<file path="src/rtl/mix_chan_sched.sv">
// Round-robin scheduler sharing one NCO/mixer between NRX channels: per-channel phase
// accumulators, shadowed frequency config applied at frame end, and a tag pipe re-aligning results.
module mix_chan_sched #(
    parameter int unsigned NRX    = 4,
    parameter int unsigned MIXLAT = 5
) (
    input  logic               clk,
    input  logic               rst_n,
    input  logic               run_i,
    input  logic               cfg_valid_i,
    output logic               cfg_ready_o,
    input  logic [2:0]         cfg_chan_i,
    input  logic [31:0]        cfg_freq_i,
    input  logic               cfg_clr_i,
    output logic               cfg_err_o,
    output logic [31:0]        phi_o,
    output logic               phi_valid_o,
    output logic [2:0]         phi_chan_o,
    output logic               frame_start_o,
    input  logic signed [17:0] mix_i_i,
    input  logic signed [17:0] mix_q_i,
    output logic               out_valid_o,
    output logic [2:0]         out_chan_o,
    output logic signed [17:0] out_i_o,
    output logic signed [17:0] out_q_o
);
    localparam int unsigned MaxCh = 8;

    logic [31:0] acc_q     [MaxCh];
    logic [31:0] freq_q    [MaxCh];
    logic [31:0] sh_freq_q [MaxCh];
    logic [MaxCh-1:0] sh_clr_q, pend_q;
    logic [2:0]  slot_q;
    logic [31:0] phi_q;
    logic        phi_valid_q, frame_start_q, cfg_err_q;
    logic [2:0]  phi_chan_q;
    logic [3:0]  tag_q [MIXLAT];
    logic        out_valid_q;
    logic [2:0]  out_chan_q;
    logic signed [17:0] out_i_q, out_q_q;

    logic cfg_in_range, cfg_accept, accept_ok, accept_bad, slot_last, apply;

    always_comb begin
        cfg_in_range = {29'b0, cfg_chan_i} < NRX;
        cfg_ready_o  = !cfg_in_range || !pend_q[cfg_chan_i];
        cfg_accept   = cfg_valid_i && cfg_ready_o;
        accept_ok    = cfg_accept && cfg_in_range;
        accept_bad   = cfg_accept && !cfg_in_range;
        slot_last    = slot_q == 3'(NRX - 1);
        // Running: apply at the frame's last issue; idle: apply as soon as anything is pending.
        apply        = run_i ? slot_last : 1'b1;
    end

    always_ff @(posedge clk or negedge rst_n) begin
        if (!rst_n) begin
            slot_q        <= '0;
            phi_q         <= '0;
            phi_valid_q   <= 1'b0;
            phi_chan_q    <= '0;
            frame_start_q <= 1'b0;
            cfg_err_q     <= 1'b0;
            sh_clr_q      <= '0;
            pend_q        <= '0;
            for (int i = 0; i < int'(MaxCh); i++) begin
                acc_q[i]     <= '0;
                freq_q[i]    <= '0;
                sh_freq_q[i] <= '0;
            end
        end else begin
            cfg_err_q <= accept_bad;
            if (run_i) begin
                phi_q         <= acc_q[slot_q];
                phi_chan_q    <= slot_q;
                phi_valid_q   <= 1'b1;
                frame_start_q <= slot_q == 3'd0;
                slot_q        <= slot_last ? 3'd0 : slot_q + 3'd1;
            end else begin
                phi_valid_q   <= 1'b0;
                frame_start_q <= 1'b0;
                slot_q        <= '0;
            end
            for (int i = 0; i < int'(NRX); i++) begin
                if (run_i && slot_q == 3'(i)) begin
                    acc_q[i] <= acc_q[i] + freq_q[i];
                end
                // A clear on apply overrides the same-clock accumulator update.
                if (apply && pend_q[i]) begin
                    freq_q[i] <= sh_freq_q[i];
                    if (sh_clr_q[i]) begin
                        acc_q[i] <= '0;
                    end
                    pend_q[i] <= 1'b0;
                end
                if (accept_ok && cfg_chan_i == 3'(i)) begin
                    sh_freq_q[i] <= cfg_freq_i;
                    sh_clr_q[i]  <= cfg_clr_i;
                    pend_q[i]    <= 1'b1;
                end
            end
        end
    end

    always_ff @(posedge clk or negedge rst_n) begin
        if (!rst_n) begin
            for (int k = 0; k < int'(MIXLAT); k++) begin
                tag_q[k] <= '0;
            end
            out_valid_q <= 1'b0;
            out_chan_q  <= '0;
            out_i_q     <= '0;
            out_q_q     <= '0;
        end else begin
            tag_q[0] <= {phi_valid_q, phi_chan_q};
            for (int k = 1; k < int'(MIXLAT); k++) begin
                tag_q[k] <= tag_q[k-1];
            end
            out_valid_q <= tag_q[MIXLAT-1][3];
            if (tag_q[MIXLAT-1][3]) begin
                out_chan_q <= tag_q[MIXLAT-1][2:0];
                out_i_q    <= mix_i_i;
                out_q_q    <= mix_q_i;
            end
        end
    end

    assign phi_o         = phi_q;
    assign phi_valid_o   = phi_valid_q;
    assign phi_chan_o    = phi_chan_q;
    assign frame_start_o = frame_start_q;
    assign cfg_err_o     = cfg_err_q;
    assign out_valid_o   = out_valid_q;
    assign out_chan_o    = out_chan_q;
    assign out_i_o       = out_i_q;
    assign out_q_o       = out_q_q;

endmodule

</file>
<file path="config.mk">
export PLATFORM = sky130hd
export DESIGN_NAME = mix_chan_sched
export DESIGN_NICKNAME = d
export VERILOG_FILES = /design/src/rtl/mix_chan_sched.sv
export SDC_FILE = /design/constraint.sdc
export NUM_CORES = 1
export LEC_CHECK = 0
export BUFFER_PORTS_ARGS = -buffer_cell sky130_fd_sc_hd__buf_2
export CAP_MARGIN = 20
export CORE_MARGIN = 10
export CORE_UTILIZATION = 61
export CTS_BUF_LIST = sky130_fd_sc_hd__clkbuf_4
export DETAILED_ROUTE_END_ITERATION = 16
export GPL_ROUTABILITY_DRIVEN = 0
export GPL_TIMING_DRIVEN = 0
export PLACE_DENSITY = 0.8
export SLEW_MARGIN = 20
export SYNTH_ARGS = -nofsm -noshare
export SYNTH_HDL_FRONTEND = slang
export SYNTH_SLANG_ARGS = --single-unit
</file>
<file path="constraint.sdc">
create_clock -name clk -period 8.6 [get_ports clk]
set_clock_uncertainty 0.2 [all_clocks]
set_input_delay 1.72 -clock clk [delete_from_list [all_inputs] [get_ports clk]]
set_output_delay 1.72 -clock clk [all_outputs]
set_load 0.05 [all_outputs]
</file>
# Yosys cells after proc, flatten, opt, wreduce, memory -nomap -nowiden
# Cells that the tools add are included.
word_totals:
  out_inout_bits: 79
  ff_bits: 493
  word_cells: 104
op_classes:
  n_lt_le_gt_ge: 3
  n_mux: 30
  reduce_logical: 24
  bitwise_logic: 1
  add_sub_neg: 5
  eq_ne: 6
op_table:
  columns: ["op", "count"]
  rows:
  - ["2-to-1 mux 32 bit", 14]
  - ["adder 32 bit", 4]
  - ["binary-select mux 32 bit (select 3 bit)", 1]
  - ["logical AND 1 bit", 15]
  - ["equality test 3 x 2 -> 1 bit (second input constant)", 4]
  - ["2-to-1 mux 1 bit", 12]
  - ["nonzero test 2 bit", 4]
  - ["equality test 3 x 1 -> 1 bit (second input constant)", 2]
  - ["logical NOT 3 bit", 2]
  - ["2-to-1 mux 3 bit", 2]
  - ["greater-or-equal comparator 4 bit (second input constant)", 1]
  - ["< comparator 3 x 4 -> 1 bit (second input constant)", 1]
  - ["inverter 3 -> 4 bit", 1]
  - ["adder 3 x 1 -> 3 bit (second input constant)", 1]
  - ["binary-select mux 1 bit (select 3 bit)", 1]
  - ["< comparator 3 bit (second input constant)", 1]
  - ["logical NOT 1 bit", 2]
  - ["logical OR 1 bit", 1]

# Depth between registers and ports, before layout
depth:
  ltp_word: 8
  depth_mapped: 11

# Worst setup path after synthesis
# Ideal clock, no wire load.
synth_timing:
  path_kind: "in2out"
  start: "in cfg_chan_i[0]"
  end: "out cfg_ready_o"
  arrival_time_ns: 2.825
  required_ns: 6.680
  stages: 3
  path_slack_ns: 3.855
  path_buffers: 1
  cell_sequence: "clkbuf_1 mux4_2 nand2b_1"
synth_via:
  elab_chain_len: 4
  word_cells_on_any_way: 6
synth_rtl:
  columns: ["element", "line_no", "rtl"]
  rows:
  - ["start: declaration", "12", "input logic [2:0] cfg_chan_i,"]
  - ["binary-select mux 1 bit (select 3 bit)", "46", "cfg_ready_o = !cfg_in_range || !pend_q[cfg_chan_i];"]
  - ["2-to-1 mux 1 bit (not written as such)", "46", null]
  - ["logical NOT 1 bit", "46", null]
  - ["logical OR 1 bit *", "46", null]
  - ["end: declaration", "11", "output logic cfg_ready_o,"]
# Mark *: on every way between the ends. The rest lies on a longest branch, timed or not. The select of a mux whose other input is x is not followed.

# Worst setup path in the final report
# Ends and elaborated chain as after synthesis.

==> out/results.env <==
OUTCOME='finished with violations'
VIOLATED_CHECKS='design-rule violations'
WORSTSETUPSTARTPOINT='cfg_chan_i[0]'
CLOCK_TREE.BUFFER_DEPTH=3
CRITPATHMAXSTAGEDELAY_NS=0.57
PRE_CTS_WS_NS=3.820
PLACE.PORT_BUFFERS=153
LAYOUT_MIN_CYCLE_TIME_NS=4.779
SYNTH_TOP_AREA_SHARE=0.4835
REPORT.POWER.TOTAL_mW=11.04
FIN_UTIL=0.6987
TIMING.CRITICAL_PATH.CELLS='clkbuf_1, mux4_2, nand2b_1, buf_2'
WORSTPATHBUFFERINVERTERCOUNT=2
FINAL_DESIGN_AREA_NO_FILL_UM2=28720
DEPTH_OF_THE_CRITICAL_TIMING_PATH_WITH_BUFFERS_AND_INVERTERS_INCLUDED=4
R2R_START='slot_q[0]'
TIMING.CRITICAL_PATH.SLOWEST_STAGE_CELL='mux4_2'
CTS_MAX_LEVEL=4
TOTALWIRELENGTH_MM=68.69
SYNTH_AREA_UM2=25510
PATH_DELAY_FAMILY='multiplexers'
MULTI_INPUT_GATE_AREA_UM2=12550
PWR-SHARE-CLK=0.181
ANTENNA_LEFT=0
CRITPATHARRIVALTIME_NS=2.86
COMBINATIONALPOWERSHARE=0.469
START_KIND='input pin'
CTS_REPAIR_RESIZE_COUNT=0
DIE-WIDTH_UM=224.5
MIN_PATH_TYPE='flop to flop'
N_FILL_CELL=2963
SYNTH_CELL_TYPES=78
SYNTH.TOP_CELLS.BY_AREA='dfrtp_1 (48%), mux2_2 (13%), ha_1 (6.3%), nand2_1 (4.1%), a21oi_1 (3.9%)'
NUMBER_OF_MAX_CAPACITANCE_VIOLATIONS_REPORTED=0
WORST_IR_DROP_VDD_V=0.0001507
FF2FF_SETUP_SLACK_NS=4.74
ACHIEVABLE-FREQUENCY_MHz=209.2
LAYOUT_SETUP_WS_NS=3.821
FINAL_LAYOUT_SIZE_SUFFIX_GT1_FRAC=0.2737
CTS_BUFFERS=131
DRT-WIRELENGTH-PER-CELL_UM=21.31
FINAL-MAX-SLEW-VIOLATION-COUNT=0
SHARE_SEQ_OF_TOTAL_POWER=0.350
HOLD_PATH.STARTPOINT='tag_q[4]'
CRITICAL_PATH.ENDPOINT_TYPE='output pin'
HPWL_MM=51.94
CLOCK_LATENCY_NS=0.86
VIA_COUNT_OF_THE_FIRST_GLOBAL_ROUTING_PASS=20548
POWER.SHARE.SWITCHING=0.4233
SYNTH_EDF_COUNT=0
SETUP_VIOLATIONS_FINAL=0
GRT_OVERFLOW=0
TOP_LEVEL_PORTS=155
CTS-HOLD-FIX-BUFFERS=0
DIE_AREA_UM2=50400
TRITONCTS_CLOCK_TREE='yes'
DR.PASS1.ITERS=11
VIA_COUNT=19960
LEAKAGE_POWER_FIGURE_nW=13.44
SYNTH_SEQ_CELLS=493
ROOT_BUFFER='clkbuf_4'
PRIMARY_FLIP_FLOP_CELL_CHOSEN_BY_SYNTHESIS_MAPPING='dfrtp_1'
YOSYS_WARNINGS=132
RR_ENDPOINT='acc_q[255]'
NUMCLOCKSINKS=493
GRT_MAX_DEGREE=102
GRT_SETUP_UNREPAIRED='no'
CORE_AREA_UM2=41110
POSTSYNTHCELLCOUNT=2304
ROUTE.DETAILED.VIAS_PER_INST=6.193
INITIALDRTVIOLATIONCOUNT=1846
POSTSYNTH.ASYNCRESETSHARE=1.000
CRITPATHKIND='input pin to output pin'
FINALCRITPERIODSHARE=0.5557
SYN_TO_FINAL_GROWTH_PCT=12.58
CLK_TRANSITION_REPORTED_PATHS_NS=0.06
REMAINING_DRC_ERRORS=1
SYNTHDOMINANTAREACELLTYPE='dfrtp_1'
SEQ_AREA_UM2=12340
GRT_PASS1_WL_MM=108.5
SEQ_AREA_FRAC_SYNTH=0.4835
SWITCHING_POWER_mW=4.675
SYNTH.NET_COUNT=2512
POWER_DENSITY_nW_PER_UM2=384.5
GROUTE.USAGE.OVERALL=0.2729
DIE-HEIGHT_UM=224.5
CRITPATHCAPTURE='cfg_ready_o'
SYNTHESIS.AREA_PER_INSTANCE_UM2=11.07
POWER_REPORT.INTERNAL_TOTAL_mW=6.369
WORST-ENDPOINT-REQUIRED_NS=6.68
CP_MAX_FO=5
TIGHTEST_SLEW_NS=1.097
DESIGN.FINAL.NETS=2805
HOLD_VIOLATIONS=0
WORST_R2R_PATH_DEPTH=11
POSTCTSSETUPREPAIRBUFS=0
MOST-COMMON-LAYOUT-CELLS='dfrtp_1 (493), mux2_2 (301), nand2_1 (277), a21oi_1 (198), clkbuf_4 (185)'
GRT_ANTENNA_BEFORE_REPAIR=5
RELSLEWSLACK=0.2669
CORE.ROWCOUNT=74
FINAL_COMMON_CELL='dfrtp_1'
START_UTIL=0.6206
DPL_CELL_AREA_UM2=27120
## routing by layer
metal	track usage	routed length (µm)
met4	0.1231	2370
met1	0.3443	27470
met5	0	0
met2	0.4458	32480
met3	0.05973	6370
## registers in the layout, indices dropped and copies added (netlist names), 4 cells and up
| signal | flops |
|---|---|
| acc_q | 128 |
| freq_q | 128 |
| out_i_o | 18 |
| out_q_o | 18 |
| pend_q | 4 |
| phi_o | 32 |
| sh_clr_q | 4 |
| sh_freq_q | 128 |
| tag_q | 20 |
## cell type report
| type | instances | area share |
|---|---|---|
| Clock buffer | 185 | 0.04835 |
| Antenna cell | 2 | 0.0001742 |
| Sequential cell | 493 | 0.4295 |
| Clock inverter | 40 | 0.007362 |
| Inverter | 55 | 0.007188 |
| Buffer | 113 | 0.01503 |
| Multi-Input combinational cell | 1643 | 0.4370 |
| Tap cell | 532 | 0.02317 |
| Timing Repair Buffer | 160 | 0.03224 |
## worst min path at each step
stage / end / slack, ns / cells after the start
global route: tag_q[1] / 0.16 / 0
finish: tag_q[0] / 0.15 / 0
CTS: tag_q[13] / 0.15 / 0
detailed placement: tag_q[12] / 0.14 / 0
floorplan: tag_q[0] / 0.13 / 0
global placement: tag_q[0] / 0.13 / 0
## synth_stat cells, types with 5 or more instances
cell type and n:
a211oi_1 29, a21o_1 73, a21oi_1 198, a31o_2 6, a31oi_1 23, a41oi_1 6, and2_1 19, and3_1 19
buf_1 13, buf_2 5, clkbuf_1 94, dfrtp_1 493, ha_1 128, inv_1 55, mux2_2 301, mux4_2 33
nand2_1 277, nand2b_1 11, nand3_1 39, nand4_1 14, nor2_1 75, nor2b_1 15, nor3_1 23, nor4_1 5
nor4b_1 7, o211ai_1 6, o21a_1 15, o21ai_0 109, o21bai_1 14, o31ai_1 10, or3_1 9, xnor2_1 59
xor2_1 33
## worst reg2reg max path: stages, from the launching register on
cell and delay [ns]:
dfrtp_1 0.38, clkbuf_1 0.48, buf_1 0.77, inv_1 0.17, ha_1 0.27, nand2_1 0.36
inv_1 0.12, clkbuf_1 0.25, nand4b_1 0.17, a21oi_1 0.06, a311oi_1 0.31, mux2i_1 0.24
## cell families after synthesis
group	count (synthesis)	share of synthesized area
muxes	337	0.1632
xor gates and xnor gates	92	0.03158
and+or+nand+nor	542	0.09818
buffers and inverters	168	0.02501
AOI/OAI and AO/OA	540	0.1326
adders and majority gates	132	0.06591
DFF	493	0.4835
## per-stage QoR
stage,hold WS [ns],instances,setup TNS (ns)
2_1_floorplan,0.1312,2304,0
3_3_place_gp,0.1349,2989,-1863.39
3_5_place_dp,0.1363,2996,0
4_1_cts,0.1472,3221,0
5_1_grt,0.1613,3223,0
6_report,0.1491,3223,0
## power by group through the flow
| stage | Clock (mW) | Combinational (mW) | Sequential, mW |
|---|---|---|---|
| after CTS | 2.04 | 5.08 | 3.83 |
| after detailed placement | 0 | 5.03 | 3.87 |
| after global routing | 2.17 | 5.69 | 3.93 |
| after floorplan | 0 | 3.76 | 3.85 |
| final | 2.00 | 5.18 | 3.86 |
| after global placement | 0 | 4.84 | 3.82 |
Note: power is estimated with default switching activity, not from simulation.
